`config.mk`:
```
export PLATFORM = sky130hd
export DESIGN_NAME = ras_ring_ckpt
export DESIGN_NICKNAME = d
export VERILOG_FILES = /design/src/rtl/ras_ring_ckpt_pkg.sv /design/src/rtl/ras_ring_ckpt.sv
export SDC_FILE = /design/constraint.sdc
export NUM_CORES = 1
export LEC_CHECK = 0
export BUFFER_PORTS_ARGS = -buffer_cell sky130_fd_sc_hd__buf_2
export CORE_MARGIN = 2
export CORE_UTILIZATION = 35
export CTS_CLUSTER_DIAMETER = 40
export DETAILED_ROUTE_END_ITERATION = 10
export GPL_ROUTABILITY_DRIVEN = 0
export PLACE_DENSITY = 0.56
export SYNTH_ARGS = -nofsm -noshare
export SYNTH_HDL_FRONTEND = slang
export SYNTH_SLANG_ARGS = --single-unit
export TNS_END_PERCENT = 30
```
`constraint.sdc`:
```
create_clock -name clk_i -period 3.3 [get_ports clk_i]
set_clock_uncertainty 0.2 [all_clocks]
set_input_delay 0.33 -clock clk_i [delete_from_list [all_inputs] [get_ports clk_i]]
set_output_delay 0.33 -clock clk_i [all_outputs]
set_load 0.01 [all_outputs]
```
`src/rtl/ras_ring_ckpt_pkg.sv`:
```
// ras_ring_ckpt_pkg
// Shared frontend configuration for the return-address stack.
// Contents:
//   ras_cfg_t        - frontend configuration record (RAS depth, VLEN)
//   RAS_CFG_DEFAULT  - default configuration used as parameter defaults
//   ras_ptr_w()      - top-pointer width for a given depth (at least 1 bit)
//   ras_cnt_w()      - occupancy-counter width able to hold 0..depth
// The entry type (ras_t) and checkpoint type (ras_ckpt_t) are declared in
// the stack itself, sized with these helpers, because their widths follow
// the per-instance DEPTH/ADDR_W parameters.
package ras_ring_ckpt_pkg;

   typedef struct packed {
      int ras_depth;   // number of return-address entries
      int vlen;        // virtual address width
   } ras_cfg_t;

   localparam ras_cfg_t RAS_CFG_DEFAULT = '{ras_depth: 2, vlen: 64};

   function automatic int ras_ptr_w(input int depth);
      return (depth <= 1) ? 1 : $clog2(depth);
   endfunction

   function automatic int ras_cnt_w(input int depth);
      return $clog2(depth + 1);
   endfunction

endpackage

```
`src/rtl/ras_ring_ckpt.sv`:
```
// ras_ring_ckpt
// Circular return-address stack with a single-slot checkpoint/restore.
// A push onto a full stack overwrites the oldest entry rather than being
// dropped. The checkpoint records {ptr, count, top value}; restoring it
// repairs only the top slot, so deeper speculative overwrites are lost.
// Ports:
//   clk_i, rst_i      clock, synchronous active-high reset
//   flush_i           empty the stack (entries retained, count/ptr zeroed)
//   push_i, data_i    call: push return address
//   pop_i             return: pop top
//   ckpt_i            capture pre-update state into checkpoint slot
//   restore_i         reload state from checkpoint slot
//   data_o            top-of-stack address
//   valid_o           stack non-empty
//   count_o           occupancy
//   overflow_o        pulse: previous push overwrote the oldest entry
//   underflow_o       pulse: previous pop found the stack empty
module ras_ring_ckpt
   import ras_ring_ckpt_pkg::*;
#(
   parameter int DEPTH  = RAS_CFG_DEFAULT.ras_depth,
   parameter int ADDR_W = RAS_CFG_DEFAULT.vlen,
   localparam int PTR_W = ras_ptr_w(DEPTH),
   localparam int CNT_W = ras_cnt_w(DEPTH)
) (
   input  logic              clk_i,
   input  logic              rst_i,
   input  logic              flush_i,
   input  logic              push_i,
   input  logic              pop_i,
   input  logic [ADDR_W-1:0] data_i,
   input  logic              ckpt_i,
   input  logic              restore_i,
   output logic [ADDR_W-1:0] data_o,
   output logic              valid_o,
   output logic [CNT_W-1:0]  count_o,
   output logic              overflow_o,
   output logic              underflow_o
);

   typedef struct packed {
      logic              valid;
      logic [ADDR_W-1:0] ra;
   } ras_t;

   typedef struct packed {
      logic [PTR_W-1:0]  ptr;
      logic [CNT_W-1:0]  cnt;
      logic [ADDR_W-1:0] top;
   } ras_ckpt_t;

   localparam logic [PTR_W-1:0] PTR_LAST = PTR_W'(DEPTH - 1);
   localparam logic [CNT_W-1:0] CNT_FULL = CNT_W'(DEPTH);

   // Explicit compare so that non-power-of-two depths wrap correctly.
   function automatic logic [PTR_W-1:0] ptr_inc(input logic [PTR_W-1:0] p);
      return (p == PTR_LAST) ? '0 : p + PTR_W'(1);
   endfunction

   function automatic logic [PTR_W-1:0] ptr_dec(input logic [PTR_W-1:0] p);
      return (p == '0) ? PTR_LAST : p - PTR_W'(1);
   endfunction

   logic [ADDR_W-1:0] mem_q [DEPTH];
   logic [PTR_W-1:0]  ptr_q, ptr_next;
   logic [CNT_W-1:0]  cnt_q, cnt_next;
   ras_ckpt_t         ckpt_q, ckpt_next;
   logic              ovf_q, ovf_next;
   logic              unf_q, unf_next;

   logic              wr_en;
   logic [PTR_W-1:0]  wr_idx;
   logic [ADDR_W-1:0] wr_data;
   logic [DEPTH-1:0]  wr_hit;
   ras_t              top;

   always_comb begin
      ptr_next  = ptr_q;
      cnt_next  = cnt_q;
      ckpt_next = ckpt_q;
      ovf_next  = 1'b0;
      unf_next  = 1'b0;
      wr_en     = 1'b0;
      wr_idx    = ptr_q;
      wr_data   = data_i;

      if (flush_i) begin
         ptr_next = '0;
         cnt_next = '0;
      end else if (restore_i) begin
         // Rewrite the saved top: undoes a speculative overwrite of that slot.
         ptr_next = ckpt_q.ptr;
         cnt_next = ckpt_q.cnt;
         wr_en    = 1'b1;
         wr_idx   = ckpt_q.ptr;
         wr_data  = ckpt_q.top;
      end else begin
         if (ckpt_i) begin
            ckpt_next = '{ptr: ptr_q, cnt: cnt_q, top: mem_q[ptr_q]};
         end
         if (push_i && pop_i) begin
            // Call-and-return in one instruction: replace the top in place.
            wr_en = 1'b1;
            if (cnt_q == '0) begin
               cnt_next = CNT_W'(1);
            end
         end else if (push_i) begin
            ptr_next = ptr_inc(ptr_q);
            wr_en    = 1'b1;
            wr_idx   = ptr_inc(ptr_q);
            if (cnt_q == CNT_FULL) begin
               ovf_next = 1'b1;
            end else begin
               cnt_next = cnt_q + CNT_W'(1);
            end
         end else if (pop_i) begin
            if (cnt_q != '0) begin
               ptr_next = ptr_dec(ptr_q);
               cnt_next = cnt_q - CNT_W'(1);
            end else begin
               unf_next = 1'b1;
            end
         end
      end
   end

   genvar gi;
   generate
      for (gi = 0; gi < DEPTH; gi++) begin : g_wr_dec
         assign wr_hit[gi] = wr_en && (wr_idx == PTR_W'(gi));
      end
   endgenerate

   always_ff @(posedge clk_i) begin
      if (rst_i) begin
         ptr_q  <= '0;
         cnt_q  <= '0;
         ckpt_q <= '0;
         ovf_q  <= 1'b0;
         unf_q  <= 1'b0;
         for (int i = 0; i < DEPTH; i++) begin
            mem_q[i] <= '0;
         end
      end else begin
         ptr_q  <= ptr_next;
         cnt_q  <= cnt_next;
         ckpt_q <= ckpt_next;
         ovf_q  <= ovf_next;
         unf_q  <= unf_next;
         for (int i = 0; i < DEPTH; i++) begin
            if (wr_hit[i]) begin
               mem_q[i] <= wr_data;
            end
         end
      end
   end

   assign top         = '{valid: (cnt_q != '0), ra: mem_q[ptr_q]};
   assign data_o      = top.ra;
   assign valid_o     = top.valid;
   assign count_o     = cnt_q;
   assign overflow_o  = ovf_q;
   assign underflow_o = unf_q;

endmodule

```
======== Word level (Yosys, flattened, before mapping) ========
Memory sizes are Yosys's and may differ from the RTL's. A register that Yosys moved wholly into a read port is not among the register bits.
Cells that the tools add are included.
operators by class
  add/sub/neg operators ................... 4
  bitwise gates (word level) .............. 7
  reductions and logical operators ........ 15
  eq/ne operators ......................... 4
  mux-type cells .......................... 38
operators by type and width
  cell                 number
  $mux 64              4
  $mux 1               27
  $mux 2               7
  $reduce_bool 4->1    2
  $reduce_and 3->1     2
  $reduce_bool 3->1    2
  $reduce_or 6->1      1
  $not 1->1            5
  $reduce_or 5->1      1
  $ne 4x4->1 const B   1
  $reduce_and 4->1     1
  $logic_and 1x1->1    3
  $ne 3x2->1 const B   1
  $add 2x1->2 const B  1
  $eq 2x2->1 const B   1
  $logic_not 2->1      1
  $ne 2x2->1 const B   1
  $or 1x1->1           2
  $reduce_bool 2->1    1
  $reduce_or 2->1      1
  $sub 2x1->2 const B  1
  $add 1x1->1 const B  1
  $sub 1x1->1 const B  1
word-level totals
  output and inout port bits .............. 69
  memory bits (writable) .................. 128
  memories kept ........................... 1
  flip-flop bits (word level) ............. 72
memories
  name   words  width  rd ports  clocked after Yosys merged registers in  write ports  RTL line             RTL
  mem_q  2      64     1         1                                        2            ras_ring_ckpt.sv:64  logic [ADDR_W-1:0] mem_q [DEPTH];

======== Logic depth before layout (Yosys ltp) ========
Gate-level depths: netlist (run 1).
  word-level depth ........................ 12
  gate-level depth with buffers ........... 7
  gate-level depth less buffers ........... 6

======== Worst setup path before layout (run 1) ========
Ideal clock, no wire load.
  path type ............................... input to register
  from .................................... input port push_i
  to ...................................... memory mem_q[0][0] (netlist bit) (enable)
  path buffers ............................ 1
  setup time .............................. 0.421 ns
  stages on the path ...................... 7
  setup slack ............................. 0.017 ns
  data arrival time ....................... 2.662 ns
  data required time ...................... 2.679 ns
  cell sequence ........................... buf_2 -> inv_1 -> ha_1 -> a21boi_0 -> a311o_1 -> nand2_1 -> a21o_1
RTL lines
  element      RTL line             RTL
  from (decl)  ras_ring_ckpt.sv:29  input logic push_i,
  to (decl)    ras_ring_ckpt.sv:64

==> flow_summary.ini, run 1 <==
[worst_setup_path]
worstPathCellList = buf_12, mux2_2, buf_2
worstPathRequired_ps = 2770
r2r_end = mem_q[0][46]
cp-start-kind = flip-flop
critPathArrivalTime_ps = 2040
crit_slowest_cell = dfxtp_4
r2r-start = ptr_q
worstRegToRegCells = 7
cp-end-kind = output port
worst-path-stages = 3
r2r_setup_slack_ps = 950
path_class = flip-flop to output port
crit_fanout = 33
crit_family = flip-flops
worst-path-buf-inv = 2
cpPeakStageDelay_ps = 660

[hold_path]
hold_start = rst_i
hp-class = primary input to flip-flop
holdPathEnd = ckpt_q[66]
hold_depth = 2

[timing]
drv_slew = 0
hold_viol = 0
period_needed_ps = 2570
max_freq_mhz = 389
setup_slack_ps = 730
fin_setup_tns_ps = 0
tightestPinTransition_ps = 870
setup_viol = 0
finalCritPeriodShare_pct = 77.9
whs_ps = 14.7
rsz0062_at_grt = no
slew_headroom_pct = 41.8

[yosys]
synth.top_cell.area_share_pct = 46.7
synth_cells = 677
synth_cell_types = 32
yosysWarnings = 0
netlist_area_sq_mm = 0.00823
syn_area_per_cell_sq_um = 12.2
synth_nets = 750
synth_top_area_cell = edfxtp_1
synth.area.top_cells = edfxtp_1, dfxtp_1, mux2_2
yosysSeqAreaShare_pct = 64.5
synth-seq-cells = 201

[clocking]
cts_setup_buffers = 0
numClockSinks = 201
cts-buffers-inserted = 31
cts-root-buf = clkbuf_16
cts_tree = done
htreeDepth = 1
clockBufferDepth = 3
path_clk_slew_ps = 50
clk_latency_ps = 520

[detailed_routing]
finalWirelength_mm = 20.1
ant_nets = 0
wl_per_cell_um = 16.6
drt-initial-drc-count = 249
vias = 5705
avgViaCountPerCell = 4.72
route.detailed.drc = 0
drt_pass1_iterations = 5

[global_route]
grt_antenna_before_repair = 1
grt_usage_pct = 16.0
grt_max_degree = 58
grt-ovfl-total = 0
grt_pass1_wl_mm = 30.7
grt_pass1_vias = 5684

[floorplanning]
fp.dieW_um = 157
die_h_um = 157
die_area_sq_mm = 0.0248
boundaryPins = 140
rows = 56
core_sq_mm = 0.0233
start_util_pct = 35.4

[power_and_ir_drop]
p_sw_share_pct = 23.4
p_comb_share_pct = 8.9
power_leakage_nw = 4.27
ir_drop_v = 0.000372
pwr-share-seq_pct = 43.3
power_per_cell_area_mw_per_mm2 = 612
p_clk_share_pct = 47.8
p_sw_mw = 1.55
intPower_mw = 5.08

[run_status]
status = completed

[place]
place_inst = 1105
placed_area_sq_mm = 0.00933
portBuffers = 139
place_ws_ps = 744
dp.final_hpwl_mm = 12.4

[cells_and_area]
final-instance-count-excl-fill = 1208
synthToLayoutAreaGrowth_pct = 31.5
insertedDiodeCount = 0
nNetsFinal = 938
design_area_sq_mm = 0.0108
layout-drive-gt1-share_pct = 31.4

[job]
drv_cap = 0
==> cells in the mapped netlist (all sizes together) <==
library cell / instances
buf: 26
nor2: 71
mux2: 64
a21boi: 2
edfxtp: 128
nor2b: 3
a211oi: 1
or3: 1
a31o: 1
a21o: 1
dfxtp: 73
a221o: 1
o31a: 1
nand2b: 2
clkbuf: 18
nor3: 3
o21ai: 1
ha: 2
o2111ai: 1
a311o: 1
nor3b: 1
a21oi: 66
inv: 5
nand3: 2
o21bai: 1
mux2i: 68
nand2: 132
and4b: 1
==> sequential cells by signal, summed over array words and instances (netlist names), named ones only <==
| name | cells |
|---|---|
| overflow_o | 1 |
| mem_q | 128 |
| ptr_q | 1 |
| underflow_o | 1 |
| count_o | 2 |
| ckpt_q | 67 |
==> logic make-up (layout without fill, tap and decap cells) <==
family / Yosys count / after routing / synth area share (%)
flops: 201 / 201 / 64.5
simple gates: 216 / 216 / 10.3
compound gates: 77 / 77 / 5.14
fa+ha+maj: 2 / 2 / 0.304
mux: 132 / 132 / 17.0
buf+inv: 49 / 261 / 2.75
==> worst register-to-register path, stage by stage, from the launching register on <==
cell and delay [ps]:
dfxtp_1 370, inv_1 80, ha_1 260, a21boi_0 120, a311o_1 370, nand2_1 90, a21o_4 280, buf_4 270
==> power groups by stage <==
stage / logic [mW] / registers (mW) / clock network, mW
detailed placement: 0.557 / 2.92 / 0
finish: 0.592 / 2.87 / 3.16
global placement: 0.555 / 2.92 / 0
global route: 0.646 / 2.88 / 3.34
CTS: 0.602 / 2.87 / 3.23
floorplan: 0.326 / 2.91 / 0
==> per-layer routing <==
layer,part of all wire [%],track usage (%),vias to the layer above
met1,47,21.7,2766
met2,47,26.3,141
met5,0.065,0,-
met4,1.8,3.81,2
met3,4.7,3.19,31
li1,-,-,2765
==> metrics by stage <==
step	util [%]	power, mW
2_1_floorplan	-	3.23
3_3_place_gp	40.1	3.47
3_5_place_dp	40.1	3.48
4_1_cts	46.5	6.71
5_1_grt	46.5	6.87
6_report	46.5	6.63
==> cell type report <==
cell class	instances	area, sq um
Fill cell	2202	12400
Clock buffer	33	793
Inverter	5	18.8
Clock inverter	24	243
Multi-Input combinational cell	427	2740
Timing Repair Buffer	199	1320
Sequential cell	201	5310
Tap cell	319	399
==> how the worst max path moves through the flow <==
stage          slack, ps      endpoint      start
2_1_floorplan         20   mem_q[0][0]     push_i
3_3_place_gp         760  mem_q[0][46]     push_i
3_5_place_dp         740  mem_q[0][46]     push_i
4_1_cts              670    data_o[26]  flip-flop
5_1_grt              630    data_o[26]  flip-flop
6_report             730    data_o[26]  flip-flop
==> cells in the final DEF, fill, tap and decap left out, types with 2 or more instances in the layout <==
cell type	instances
mux2_2	64
nand2_1	132
a21oi_1	66
ha_1	2
dfxtp_1	72
nor2b_1	2
nand3_1	2
clkinv_4	6
clkbuf_16	31
buf_2	139
buf_12	5
mux2i_1	68
inv_6	3
inv_1	5
buf_4	9
dlygate4sd3_1	46
clkinvlp_4	6
clkinv_2	5
bufinv_16	3
nor3_1	3
nor2_1	71
edfxtp_1	128
==> repair_timing <==
action / CTS / global route
endpoints found under the hold margin: 89 / 0
hold buffers: 46 / 0
gates resized for setup: 0 / 0
No activity file was read; power rests on OpenSTA's default activity.
==> inputs of run 2 (changes only) <==
==> constraint.sdc (replaced) <==
create_clock -name clk_i -period 2.1 [get_ports clk_i]
set_clock_uncertainty 0.2 [all_clocks]
set_input_delay 0.21 -clock clk_i [delete_from_list [all_inputs] [get_ports clk_i]]
set_output_delay 0.21 -clock clk_i [all_outputs]
set_load 0.01 [all_outputs]
==> run 2 against run 1 <==
The run now ends with setup timing left. Critical endpoint is now data_o[5]. First-iteration DRC count increased by 1.2%. Power increased by 56%. Routed wire length is 7.0% higher. Largest cell class unchanged. Sequential share of layout area is 3.6 points lower. Cell count rose by 3.0%. Die area is the same. Largest power group unchanged. Global-route usage grew 0.089 points. Non-clock buffer count up 41.
==> flow_summary.ini, run 2 (synthesis gave the netlist of run 1 again) <==
[global_route]
grt_pass1_wl_mm = 30.9
grt_max_degree = 47
grt_pass1_vias = 5663
grt_usage_pct = 16.0
grt-ovfl-total = 0
grt_antenna_before_repair = 0

[worst_setup_path]
cp-end-kind = output port
cp-start-kind = flip-flop
r2r_setup_slack_ps = 50
critPathArrivalTime_ps = 1700
worstPathRequired_ps = 1690
path_class = flip-flop to output port
crit_fanout = 6

[power_and_ir_drop]
pwr-share-seq_pct = 43.6
power_leakage_nw = 4.64
power_per_cell_area_mw_per_mm2 = 884
ir_drop_v = 0.000484
p_sw_share_pct = 23.2
p_sw_mw = 2.40
intPower_mw = 7.92
p_clk_share_pct = 45.0
p_comb_share_pct = 11.3

[run_status]
violations = setup timing
status = complete, but fails checks

[timing]
drv_slew = 0
setup_viol = 11
setup_slack_ps = -7.75
tightestPinTransition_ps = 503
slew_headroom_pct = 66.5
max_freq_mhz = 474
period_needed_ps = 2110
hold_viol = 0
rsz0062_at_grt = yes
finalCritPeriodShare_pct = 100

[cells_and_area]
nFillCells = 2094
synthToLayoutAreaGrowth_pct = 42.0
final_common_cell = nand2_1
nNetsFinal = 976
largest_reg_flops = 128
layout_common_cells = nand2_1, edfxtp_1, buf_2
regMostFlops = mem_q
insertedDiodeCount = 0
layout-drive-gt1-share_pct = 31.9
design_area_sq_mm = 0.0117

[job]
drv_cap = 0

[clocking]
clk_latency_ps = 520
cts_tree = done
cts-buffers-inserted = 28
path_clk_slew_ps = 50
htreeDepth = 1
numClockSinks = 201
clockBufferDepth = 3
cts-root-buf = clkbuf_16

[floorplanning]
start_util_pct = 35.4
die_area_sq_mm = 0.0248
core_sq_mm = 0.0233
die_h_um = 157
fp.dieW_um = 157
boundaryPins = 140
rows = 56

[detailed_routing]
route.detailed.drc = 0
wl_per_cell_um = 17.3
finalWirelength_mm = 21.5
drt_pass1_iterations = 5
drt-initial-drc-count = 252
avgViaCountPerCell = 4.67
ant_nets = 0
vias = 5806

[place]
placed_area_sq_mm = 0.00946
dp.final_hpwl_mm = 12.0
portBuffers = 139
place_ws_ps = 67.9

[hold_path]
hp-class = primary input to flip-flop
[run 2: changes by cell type in the layout (fill, tap and decap cells not counted), sizes merged]
cell and delta:
dlygate4sd3 +24, clkinvlp +1, clkinv -3, buf +12, inv -2, clkbuf +4
[run 2: layout make-up]
| type | count | area [sq um] | area share (%) |
|---|---|---|---|
| timing repair buffer | 240 | 2120 | 18.1 |
| inverter | 5 | 18.8 | 0.161 |
| multi-input combinational | 427 | 2900 | 24.8 |
| tap | 319 | 399 | 3.42 |
| clock inverter | 20 | 200 | 1.71 |
| sequential | 201 | 5310 | 45.5 |
| clock buffer | 32 | 737 | 6.31 |
[run 2: final timing paths]
path | from | to | cells after the start
min | ckpt_i | ckpt_q[17] | 5
min reg2reg | ckpt_q[65] | count_o[1] | 2
max reg2reg | ptr_q | mem_q[0][14] | 7
max | flip-flop | data_o[5] | 4
[run 2: what timing repair did]
item	in CTS	in global routing
pin swaps	0	1
resized for setup	3	77
hold buffers	70	0
endpoints found under the hold margin	134	0
gates cloned	1	7
buffers inserted	0	4
setup endpoints to repair	58	67
[run 2: metal layers]
metal	share of wire, %	track usage [%]	vias to the layer above
met1	47	21.9	2799
met3	4.7	2.62	19
met5	0	0	-
met2	47	26.8	149
li1	-	-	2839
met4	1.1	3.77	0
[run 2: critical path, stage by stage (launching register included)]
cell       delay (ps)
dfxtp_4           370
buf_6             130
clkbuf_16         170
mux2_2            360
buf_2             140
[run 2: metrics by stage]
stage                     power, mW  std cells  TNS, ps  utilization, %  hold slack (ps)
final                          10.3       1244    -38.6            50.2              164
after global routing           10.7       1244    -1500            50.2              166
after CTS                      10.3       1233     -886            47.9              150
after detailed placement       5.49       1110        0            40.7              252
after global placement         5.48       1110        0            40.7              251
after floorplan                5.09        677    -4320               -             91.7
[run 2: power by group through the flow]
stage               Combinational [mW]  Sequential, mW  Clock, mW
floorplan                        0.521            4.57          0
global placement                 0.908            4.57          0
detailed placement               0.911            4.58          0
finish                            1.17            4.50       4.65
CTS                               1.02            4.50       4.74
global route                      1.26            4.52       4.91
